[src/rtl/counter_sched.sv]
// Round-robin scheduler that shares one counter4b between requesters A and B.
// A job loads the counter, runs until N RCO events (or abort), then reports Q.
module counter_sched #(
    parameter int WIDTH = 4,
    parameter int NW    = 4
) (
    input  logic             CLK,
    input  logic             RESET,
    input  logic             REQ_A,
    input  logic             REQ_B,
    input  logic [1:0]       MODO_A,
    input  logic [1:0]       MODO_B,
    input  logic [WIDTH-1:0] D_A,
    input  logic [WIDTH-1:0] D_B,
    input  logic [NW-1:0]    N_A,
    input  logic [NW-1:0]    N_B,
    output logic             GNT_A,
    output logic             GNT_B,
    output logic             DONE_A,
    output logic             DONE_B,
    output logic             ABORTED,
    output logic [WIDTH-1:0] RESULT,
    output logic             C_ENABLE,
    output logic [1:0]       C_MODO,
    output logic [WIDTH-1:0] C_D,
    input  logic [WIDTH-1:0] C_Q,
    input  logic             C_RCO,
    input  logic             C_LOAD
);

    typedef enum logic [1:0] {
        S_IDLE = 2'd0,
        S_LOAD = 2'd1,
        S_RUN  = 2'd2,
        S_DONE = 2'd3
    } state_t;

    localparam logic [1:0] MODO_LD = 2'b11;

    state_t           state_q, state_d;
    logic             owner_q, owner_d;     // 0 = A, 1 = B
    logic             ptr_q, ptr_d;         // round-robin winner on a tie
    logic             abort_q, abort_d;
    logic             first_q, first_d;     // first RUN cycle, where LOAD must be seen
    logic [1:0]       mode_q, mode_d;
    logic [WIDTH-1:0] d_q, d_d;
    logic [WIDTH-1:0] result_q, result_d;
    logic [NW-1:0]    n_q, n_d;
    logic [NW-1:0]    evt_q, evt_d;
    logic [NW-1:0]    evt_inc;
    logic             owner_req;

    always_ff @(posedge CLK) begin
        if (RESET) begin
            state_q  <= S_IDLE;
            owner_q  <= 1'b0;
            ptr_q    <= 1'b0;
            abort_q  <= 1'b0;
            first_q  <= 1'b0;
            evt_q    <= '0;
            result_q <= '0;
        end else begin
            state_q  <= state_d;
            owner_q  <= owner_d;
            ptr_q    <= ptr_d;
            abort_q  <= abort_d;
            first_q  <= first_d;
            evt_q    <= evt_d;
            result_q <= result_d;
        end
        mode_q <= mode_d;
        d_q    <= d_d;
        n_q    <= n_d;
    end

    always_comb begin
        state_d   = state_q;
        owner_d   = owner_q;
        ptr_d     = ptr_q;
        abort_d   = abort_q;
        first_d   = first_q;
        evt_d     = evt_q;
        result_d  = result_q;
        mode_d    = mode_q;
        d_d       = d_q;
        n_d       = n_q;
        evt_inc   = evt_q + 1'b1;
        owner_req = owner_q ? REQ_B : REQ_A;

        case (state_q)
            S_IDLE: begin
                if (REQ_A || REQ_B) begin
                    owner_d = (REQ_A && REQ_B) ? ptr_q : REQ_B;
                    mode_d  = owner_d ? MODO_B : MODO_A;
                    d_d     = owner_d ? D_B : D_A;
                    n_d     = owner_d ? N_B : N_A;
                    state_d = S_LOAD;
                end
            end
            S_LOAD: begin
                evt_d   = '0;
                abort_d = 1'b0;
                first_d = 1'b1;
                state_d = (mode_q == MODO_LD || n_q == '0) ? S_DONE : S_RUN;
            end
            S_RUN: begin
                first_d = 1'b0;
                if (C_RCO) begin
                    evt_d = evt_inc;
                end
                // Abort wins over a simultaneous final RCO
                if (!owner_req || (first_q && !C_LOAD)) begin
                    abort_d = 1'b1;
                    state_d = S_DONE;
                end else if (C_RCO && evt_inc == n_q) begin
                    abort_d = 1'b0;
                    state_d = S_DONE;
                end
            end
            S_DONE: begin
                result_d = C_Q;
                ptr_d    = ~owner_q;
                state_d  = S_IDLE;
            end
            default: state_d = S_IDLE;
        endcase
    end

    // Counter is disabled in DONE, so Q is stable and already post-wrap there
    always_comb begin
        GNT_A    = 1'b0;
        GNT_B    = 1'b0;
        DONE_A   = 1'b0;
        DONE_B   = 1'b0;
        ABORTED  = 1'b0;
        RESULT   = result_q;
        C_ENABLE = 1'b0;
        C_MODO   = 2'b00;
        C_D      = '0;

        if (state_q != S_IDLE) begin
            GNT_A = ~owner_q;
            GNT_B = owner_q;
        end

        case (state_q)
            S_LOAD: begin
                C_ENABLE = 1'b1;
                C_MODO   = MODO_LD;
                C_D      = d_q;
            end
            S_RUN: begin
                C_ENABLE = 1'b1;
                C_MODO   = mode_q;
                C_D      = d_q;
            end
            S_DONE: begin
                DONE_A  = ~owner_q;
                DONE_B  = owner_q;
                ABORTED = abort_q;
                RESULT  = C_Q;
            end
            default: ;
        endcase
    end

endmodule

[config.mk]
export PLATFORM = sky130hd
export DESIGN_NAME = counter_sched
export DESIGN_NICKNAME = d
export VERILOG_FILES = /design/src/rtl/counter_sched.sv
export SDC_FILE = /design/constraint.sdc
export NUM_CORES = 1
export LEC_CHECK = 0
export BUFFER_PORTS_ARGS = -buffer_cell sky130_fd_sc_hd__buf_2
export CAP_MARGIN = 40
export CORE_ASPECT_RATIO = 1.2
export CORE_MARGIN = 10
export CORE_UTILIZATION = 30
export CTS_CLUSTER_DIAMETER = 120
export DETAILED_ROUTE_END_ITERATION = 12
export GPL_TIMING_DRIVEN = 0
export PLACE_DENSITY = 0.52
export SLEW_MARGIN = 20
export SYNTH_ARGS = -nofsm -noshare
export SYNTH_HDL_FRONTEND = slang
export SYNTH_SLANG_ARGS = --single-unit
export TNS_END_PERCENT = 20
[constraint.sdc]
create_clock -name CLK -period 1.74 [get_ports CLK]
set_clock_uncertainty 0.05 [all_clocks]
set_input_delay 0 -clock CLK [delete_from_list [all_inputs] [get_ports CLK]]
set_output_delay 0 -clock CLK [all_outputs]
set_load 0.005 [all_outputs]
Word-level counts from Yosys, hierarchy flattened
Index checks and enable logic that the tools add are counted.

operators by class
  add/subtract/negate cells = 1
  multiply operators = 0
  divide/modulo/power cells = 0
  order comparisons = 0
  equal/unequal tests = 8
  shifts and indexed selects = 0
  muxes and demuxes = 25
  bitwise operators = 1
  reductions and logical operators = 17

operators by type and width
  cell                 count
  $mux 4               5
  $mux 1               11
  $mux 2               4
  $pmux 2 s4           1
  $pmux 4 s2           1
  $reduce_and 2->1     4
  $eq 2x2->1 const B   3
  $add 4x1->4 const B  1
  $eq 4x4->1           1
  $logic_not 4->1      1
  $ne 2x2->1 const B   2
  $pmux 1 s2           2
  $pmux 2 s2           1
  $reduce_bool 2->1    2
  $logic_and 1x1->1    3
  $logic_or 1x1->1     3
  $ne 3x3->1 const B   1
  $eq 2x1->1 const B   1
  $logic_not 1->1      2
  $logic_not 2->1      1
  $reduce_or 2->1      1
  $not 1->1            1

storage, ports and cells
  flip-flop bits (word level) = 24
  bits in latches = 0
  memory bits (writable) = 0
  bits in read-only memories = 0
  input port bits = 30
  output and inout bits = 16
  word-level logic and storage cells = 62
  memories = 0

Logic depth before layout (Yosys ltp)
  word-level depth = 6
  mapped depth = 7
  gate-level depth less buffers = 6

Worst setup path after synthesis
Ideal clock, no wire load.

  kind = register to register
  start = register evt_q[0]
  end = register state_q[0]
  library setup time = 119 ps
  data arrival time = 1,620 ps
  data required time = 1,571 ps
  setup slack = -48 ps
  stages on the path, launching flop included = 7
  buffers on the path = 0
  period minus slack after synthesis = 1,788 ps
  cell sequence = dfxtp_1 > ha_1 > xnor3_1 > and4_4 > a211oi_4 > a21oi_2 > o221a_1

between the ends
  word-level cells in the longest chain between the ends = 5

RTL lines
  item                               RTL line  source
  start: declaration                 49        logic [NW-1:0] evt_q, evt_d;
  start signal: assignment           68        evt_q <= evt_d;
  $add 4x1->4                        87        evt_inc = evt_q + 1'b1;
  $eq 4x4->1                         115       end else if (C_RCO && evt_inc == n_q) begin
  $logic_and 1x1->1                  115
  $ne 3x3->1 (no source line)        -
  $reduce_and 2->1 (no source line)  -
  end signal: assignment             63        state_q <= state_d;
  end: declaration                   40        state_t state_q, state_d;

No other way between the ends.
A chain may end at the register's enable or synchronous reset.

Final worst setup path
  start = register n_q[2]
  end = register state_q[0]

between the ends
  word-level cells in the longest chain between the ends = 4
  elaborated cells on any way between the ends = 8
  classes of those cells = eq/ne (2); mux (2); reduce/logical (4)

RTL lines
  item                                                             RTL line  source
  start: declaration                                               48        logic [NW-1:0] n_q, n_d;
  start signal: assignment                                         73        n_q <= n_d;
  $eq 4x4->1 or $logic_not 4->1 (tied branches)                    115, 104
  $logic_and 1x1->1 or $logic_or 1x1->1 (tied branches)            115, 104
  $ne 3x3->1 (no source line) or $mux 1 (tied branches)            -
  $reduce_and 2->1 (no source line) or $pmux 2 s4 (tied branches)  -

Parallel ways exist; a longest one is shown, timed or not.

==> summary.txt <==
Top FF cell, synth: dfxtp_1
CTS root buf: clkbuf_8
Vias per Instance: 4.399
fraction of layout cells with a size suffix above 1: 0.3041
RSZ-0062 raised after global routing: yes
worst vdd ir: 0.0004280 V
commonest non-fill, non-tap cells in the layout: 45 x buf_2, 36 x nand2_1, 21 x dlygate4sd3_1
HP Class: in -> reg
status: finished, final reports clean
commonest non-fill, non-tap cell in the layout: buf_2
first-pass GRT wire length: 6141 um
final RePlAce weighted congestion: 0.7495
max-cap viol count: 0
grt total ovfl: 0
first-pass detailed-route iteration total: 4
synth unique cells: 32
Die X: 79.83 um
Worst Max-Slew Pin Slew: 0.4324 ns
Pins Over Slew Limit: 0
I/O Buffers: 44
PD cells: 1099 nW/um^2
vias in the first global route: 1,351
Max Freq: 587.0 MHz
CTS tree: built
Critical Path AT: 1.82 ns
Startpoint Class: register
setup TNS: 0 ns
yosys warns: 0
Seq/Total Area, Yosys: 0.4505
Synth Cell Area: 1289 um^2
required time of the worst setup path: 1.86 ns
# DRC: 0
period utilisation layout: 0.9790
initial antenna violation count: 0
Area Overhead vs Synth: 45.24%
core area: 4197 um^2
slowest cell on the critical path: edfxtp_1
WL/cell: 13.08 um
Worst-Skew Late Latency: 0.27 ns
largest net degree at the start of global routing: 14
final wirelength: 3570 um
Clock Sinks: 24
crit path max fanout: 2
Worst Setup End Kind: register
number of synthesized flops with an enable pin: 10
Final #Nets: 253
post-route cell area: 1872 um^2
Mapped Cells: 145
DRT iter0 DRCs: 60
Post-Synth Simple-Gate Area: 0.2534
DIE AREA: 7328 um^2
XOR/XNOR share of the synthesized area: 0.04466
Placed Area: 1590 um^2
Worst slew margin: 0.7117
FP Rows: 26
Mapped Nets: 180
Initial Utilization: 0.3071
Final setup viols: 0
Synth Area in Compound Gates: 0.1194
mux share of post-synthesis cell area: 0.04272
Final Hold Viols: 0
Max clock buf depth: 2
leading post-synthesis cells by cell area: edfxtp_1 23%, dfxtp_1 22%, nand2_1 10%, and2_1 4.9%, ha_1 4.9%
adder-cell share of the synthesized area: 0.04854
post-synth top area share: 0.2330
DP Wirelength: 2592 um
fraction of registers with async set or reset after synthesis: 0
IO Pins: 46
Ant. Diodes: 0
via count: 1,201
CP cell instances: xnor3_1 -> and4_4 -> a211oi_4 -> a21oi_2 -> o221a_1
Static Leak: 0.8718 nW
largest family of logic cells by synthesized area: simple AND/OR/NAND/NOR gates
H-tree Lvls: 1
Slowest Stage Delay on Critical Path: 0.43 ns
Die H: 91.80 um
overall routing resource usage: 0.1015
Syn Area/Cell: 8.888 um^2
antenna-violating nets left: 0
WS Path Type: reg -> reg
Num CTS Buffers: 3
Final min period: 1.704 ns
Yosys reg bits: 24
clk slew on worst S/H paths: 0.09 ns
Yosys top cell by area: edfxtp_1
## through the flow
stage	total power, mW	utilization	std cells	hold WS (ns)	setup WS (ns)
global placement	1.637	0.3772	245	0.1681	-0.1742
detailed placement	1.669	0.3790	246	0.1724	-0.1081
CTS	2.069	0.4445	273	0.02082	0.002891
floorplan	1.353	-	145	0.08680	0.01750
finish	2.056	0.4460	273	0.02707	0.03646
global route	2.226	0.4460	273	0.03480	-0.04057
## critical path, delay by kind of cell (launching register included)
| kind | cells | cell delay [ns] |
|---|---|---|
| AND/OR/NAND/NOR | 1 | 0.19 |
| AO/OA/AOI/OAI | 3 | 0.55 |
| XOR/XNOR | 1 | 0.36 |
| flip-flops | 1 | 0.43 |
## cell type report
cell class | instances | area [um^2]
Buffer | 5 | 28.78
Clock buffer | 3 | 41.29
Clock inverter | 1 | 3.754
Fill cell | 420 | 2325
Inverter | 7 | 26.28
Multi-Input combinational cell | 109 | 660.6
Sequential cell | 24 | 588.1
Tap cell | 56 | 70.07
Timing Repair Buffer | 68 | 452.9
## flip-flops by register name (all words and copies together), names as in the netlist
name      cells
abort_q       1
owner_q       1
mode_q        2
first_q       1
result_q      4
state_q       2
ptr_q         1
evt_q         4
d_q           4
n_q           4
## metal layers
layer,global-route usage,share of wire
met1,0.1058,0.41
met3,0.03809,0.071
met4,0.03529,0.012
met5,0,0
met2,0.1804,0.50
## cell families (layout without fill, tap and decap cells)
logic type / Yosys count / in the layout
AND/OR/NAND/NOR: 71 / 71
flip-flops: 24 / 24
AO/OA/AOI/OAI: 23 / 23
buffers and inverters: 12 / 84
adder cells (fa/ha/maj): 5 / 5
XOR/XNOR: 5 / 5
multiplexers: 5 / 5
## repair_timing
item,4_1_cts,5_1_grt
hold endpoints to repair,18,0
setup buffers,2,0
gates cloned,0,0
hold buffers,21,0
endpoints found under the setup margin,6,14
resized for setup,3,6
pin swaps,2,0
## synthesized netlist by cell type, drive strengths merged (2+ instances only)
library cell,instances
and2,10
xnor2,3
nand2,36
clkbuf,4
a21oi,11
dfxtp,14
o21ai,5
nor2b,6
a211oi,2
mux2,4
inv,7
ha,5
nor3,3
nor2,11
edfxtp,10
## final timing paths
path	from	endpoint	slack, ns	cells past startpoint
hold reg to reg	abort_q$_SDFFE_PP0P_	abort_q$_SDFFE_PP0P_	0.44	2
setup / recovery	n_q[2]$_DFFE_PP_	state_q[0]$_SDFFE_PP0P_	0.04	5
setup reg to reg	n_q[2]$_DFFE_PP_	state_q[0]$_SDFFE_PP0P_	0.04	5
hold / removal	C_Q[3]	result_q[3]$_SDFF_PP0_	0.03	3
## power by group
group | switching (mW) | internal, mW
clock | 0.182 | 0.158
sequential | 0.0774 | 0.747
combinational | 0.471 | 0.420
total | 0.731 | 1.33
(Power assumes the default switching activity.)
